--- config.mk ---
export PLATFORM = sky130hd
export DESIGN_NAME = seq_detect_param
export DESIGN_NICKNAME = d
export VERILOG_FILES = /design/src/rtl/seq_detect_param.sv
export SDC_FILE = /design/constraint.sdc
export NUM_CORES = 1
export LEC_CHECK = 0
export BUFFER_PORTS_ARGS = -buffer_cell sky130_fd_sc_hd__clkbuf_2
export CAP_MARGIN = 20
export CORE_ASPECT_RATIO = 1.5
export CORE_MARGIN = 2
export CORE_UTILIZATION = 50
export CTS_BUF_LIST = sky130_fd_sc_hd__clkbuf_16
export CTS_CLUSTER_DIAMETER = 60
export DETAILED_ROUTE_END_ITERATION = 10
export HOLD_SLACK_MARGIN = 0.06
export PLACE_DENSITY = 0.71
export SYNTH_ARGS = -nofsm -noshare
export SYNTH_HDL_FRONTEND = slang
export SYNTH_SLANG_ARGS = --single-unit
--- constraint.sdc ---
create_clock -name clk -period 3.5 [get_ports clk]
set_input_delay 1.05 -clock clk [delete_from_list [all_inputs] [get_ports clk]]
set_output_delay 1.05 -clock clk [all_outputs]
set_load 0.02 [all_outputs]
--- src/rtl/seq_detect_param.sv ---
// Parametrised serial pattern detector with programmable pattern,
// overlap/non-overlap matching and a saturating match counter.
module seq_detect_param #(
    parameter int                 PAT_LEN   = 4,
    parameter logic [PAT_LEN-1:0] RESET_PAT = 4'b0110,
    parameter int                 CNT_W     = 8
) (
    input  logic               clk,
    input  logic               rst,
    input  logic               din_bit,
    input  logic               din_valid,
    input  logic [PAT_LEN-1:0] pattern,
    input  logic               pat_load,
    input  logic               overlap_en,
    input  logic               count_clr,
    output logic               detect_out,
    output logic [CNT_W-1:0]   match_count,
    output logic               count_sat
);

    localparam int FILL_W = $clog2(PAT_LEN);

    logic [PAT_LEN-1:0] pat_reg;
    logic [PAT_LEN-2:0] hist;
    logic [FILL_W-1:0]  fill;
    logic [PAT_LEN-1:0] window;
    logic               accept;
    logic               full;
    logic               match;
    logic [CNT_W-1:0]   cnt_next;

    assign window = {hist, din_bit};
    assign accept = din_valid & ~pat_load;
    assign full   = (fill == FILL_W'(PAT_LEN - 1));
    assign match  = accept & full & (window == pat_reg);

    // Clear wins over increment, but a coincident match still counts.
    always_comb begin
        cnt_next = match_count;
        if (count_clr)
            cnt_next = match ? CNT_W'(1) : '0;
        else if (match && !(&match_count))
            cnt_next = match_count + CNT_W'(1);
    end

    always_ff @(posedge clk or posedge rst) begin
        if (rst) begin
            pat_reg     <= RESET_PAT;
            hist        <= '0;
            fill        <= '0;
            detect_out  <= 1'b0;
            match_count <= '0;
            count_sat   <= 1'b0;
        end else begin
            detect_out  <= match;
            match_count <= cnt_next;
            count_sat   <= &cnt_next;
            if (pat_load) begin
                pat_reg <= pattern;
                fill    <= '0;
            end else if (accept) begin
                hist <= window[PAT_LEN-2:0];
                if (match && !overlap_en)
                    fill <= '0;
                else if (!full)
                    fill <= fill + FILL_W'(1);
            end
        end
    end

endmodule

==> run metrics <==
ys async rst share 1.00; MaxCap Viol Count 0; synthesized area 1080 um^2; nets 136; count of port buffers added during placement 20; DP HPWL 1600 um; synthesized flop and latch total 19; period utilisation layout 0.715; starting density of the core 0.529; Seq pwr share 0.460; CP Max Fanout 14; TritonCTS Buffers 3; Switching Fraction 0.223; Comb power frac 0.130; initial antenna violation count 0; largest net degree at the start of global routing 20; Final setup viols 0; Clock Skew 0.994 ps; Via density 5.94; Worst setup SP type primary input; Post-DRT Antenna Nets 0; worst min path class reg -> reg; H-tree depth 1; post-synthesis cell type count 39; total congestion overflow 0; Max Fclk 400 MHz; number of flops mapped to enable cells by yosys 0; DRT Pass-1 Iters 4; Warnings, synthesis 0; P_int 0.000427 W; P_sw 0.000122 W; final hold violation count 0; Avg WL per Cell 14.6 um; fill count 184; Post-route DRC 0; post-place instance area between 1000 and 1500 um^2; CTS root buffer clkbuf_16; core area 2050 um^2; Clock transition at path regs 50 ps; num ports 21; DR vias 855; CP Capture Type flip-flop; number of global-route vias before repair 876; max reg flops 8; first-pass GRT wire length around 3700 um; total global-route track usage 0.192; Final Instance Area 1270 um^2; Storage cell area approximately 480 um^2; die area roughly 2600 um^2; Final Worst Setup Slack around 1000 ps; worst rel slew slack 0.535; share of total power in the clock network 0.409; gp weighted congestion ~0.87; Period minus WS final 2500 ps; status finished, final reports clean; DR iter-0 viols 34; PD cells 432 nW/um^2; Synth Net Count 115; Post-Route WL 2100 um; worst-skew pair later-pin latency 240 ps; Slew Limit Fails 0; static leakage about 0.54 nW; RSZ-0062 raised after global routing no; Reg2Reg Depth 6; post-cts resize count 0; required time worst endpoint 3650 ps; Worst Setup EP count_sat$_DFF_PP0_; area delta synth->final 17.1%; placed cells 140; Peak supply drop 0.330 mV; worst-margin pin slew ~700 ps; sinks on the clock net 19; Most used DFF post-synth dfrtp_1; clock buffer depth 2; ant diodes 0; reg2reg setup slack approximately 1300 ps; worst r2r src match_count[0]$_DFF_PP0_; CTS tree done; Synth Instances 102; Setup WS pre-CTS 753 ps; Fin Setup TNS 0 ps; multi-input logic area 567 um^2; WP data arrival 2650 ps; Post-CTS Setup Inserts 0; critical path type in -> reg; non-filler cells, final 144; syn avg cell area approximately 11 um^2; Die X 42.0 um; Seq/Total Area, Yosys 0.441; die height between 60 and 70 um; Final Total Pwr 0.000549 W; CP startpoint pat_load; Worst R2R End count_sat$_DFF_PP0_; FP Rows 20; CTS Hold Buffers Added 0; share of cells above drive strength 1 0.311
cells by family (layout without fill, tap and decap cells):
logic type / Yosys count / after routing / synth area share
buffers and inverters: 8 / 28 / 0.0369
XOR/XNOR: 8 / 8 / 0.0819
AND/OR/NAND/NOR: 41 / 41 / 0.213
flip-flops: 19 / 19 / 0.441
multiplexers: 8 / 8 / 0.0819
adder cells (fa/ha/maj): 2 / 2 / 0.0231
AO/OA/AOI/OAI: 16 / 16 / 0.122
synthesized netlist by cell type, types with 2 or more instances:
library cell,number,area share
dfstp_2,2,0.048
dfrtp_1,17,0.39
buf_2,2,0.0092
nand4_1,2,0.012
nor4_1,2,0.012
ha_1,2,0.023
or3b_1,2,0.016
a21oi_1,4,0.018
inv_1,3,0.010
nand2_1,7,0.024
mux2_2,7,0.073
nand3_1,4,0.018
clkbuf_1,2,0.0069
nand2b_1,4,0.023
nor2_1,9,0.031
xnor2_1,7,0.057
nor3_1,3,0.014
nor2b_1,2,0.012
worst min-delay path by stage:
| stage | start | endpoint | slack [ps] | depth (start not counted) |
|---|---|---|---|---|
| 2_1_floorplan | pat_reg[3]$_DFFE_PP0P_ | pat_reg[3]$_DFFE_PP0P_ | 500 | 1 |
| 3_3_place_gp | pat_reg[0]$_DFFE_PP0P_ | pat_reg[0]$_DFFE_PP0P_ | 520 | 1 |
| 3_5_place_dp | pat_reg[0]$_DFFE_PP0P_ | pat_reg[0]$_DFFE_PP0P_ | 520 | 1 |
| 4_1_cts | pat_reg[0]$_DFFE_PP0P_ | pat_reg[0]$_DFFE_PP0P_ | 530 | 1 |
| 5_1_grt | pat_reg[0]$_DFFE_PP0P_ | pat_reg[0]$_DFFE_PP0P_ | 550 | 1 |
| 6_report | pat_reg[0]$_DFFE_PP0P_ | pat_reg[0]$_DFFE_PP0P_ | 540 | 1 |
critical path, cell delays in order:
cell,delay (ps)
clkbuf_2,150
and3b_2,290
o211ai_4,150
or4b_4,520
a221o_1,370
nor4_2,130
area by class of cell:
| class | instances | share of cell area |
|---|---|---|
| well taps | 22 | 0.0217 |
| multi-input cells | 75 | 0.446 |
| flip-flops and latches | 19 | 0.376 |
| clock inverters | 1 | 0.00296 |
| inverters | 3 | 0.00887 |
| repair buffers | 21 | 0.0847 |
| clock buffers | 3 | 0.0591 |
placed cells by master (no fill, tap or decap), types with 2 or more instances in the layout:
cell / instances
dfrtp_1: 17
nand2_1: 7
nor3_1: 3
inv_1: 4
nand3_1: 4
clkbuf_16: 3
nand4_1: 2
nor2_1: 9
nand2b_1: 4
mux2_2: 7
nor4_1: 2
ha_1: 2
a21oi_1: 4
xnor2_1: 7
clkbuf_2: 20
dfstp_2: 2
nor2b_1: 2
or3b_1: 2
power groups by stage:
stage	logic [W]	clock network, W	registers (W)
global placement	0.0000696	0	0.000256
floorplan	0.0000573	0	0.000253
detailed placement	0.0000726	0	0.000256
global route	0.0000811	0.000243	0.000254
finish	0.0000715	0.000225	0.000253
CTS	0.0000728	0.000231	0.000253
metal layers:
metal	share of wire	track usage	wire length, um	vias to the layer above
li1	-	-	-	404
met1	0.37	0.198	786	414
met2	0.55	0.348	1160	29
met3	0.048	0.0352	101	8
met4	0.027	0.143	57	0
met5	0	0	0	-
stage by stage:
stage          hold slack, ps  utilization
2_1_floorplan             502            -
3_3_place_gp              524        0.580
3_5_place_dp              523        0.580
4_1_cts                   535        0.619
5_1_grt                   553        0.619
6_report                  535        0.619
(Power assumes the default switching activity.)
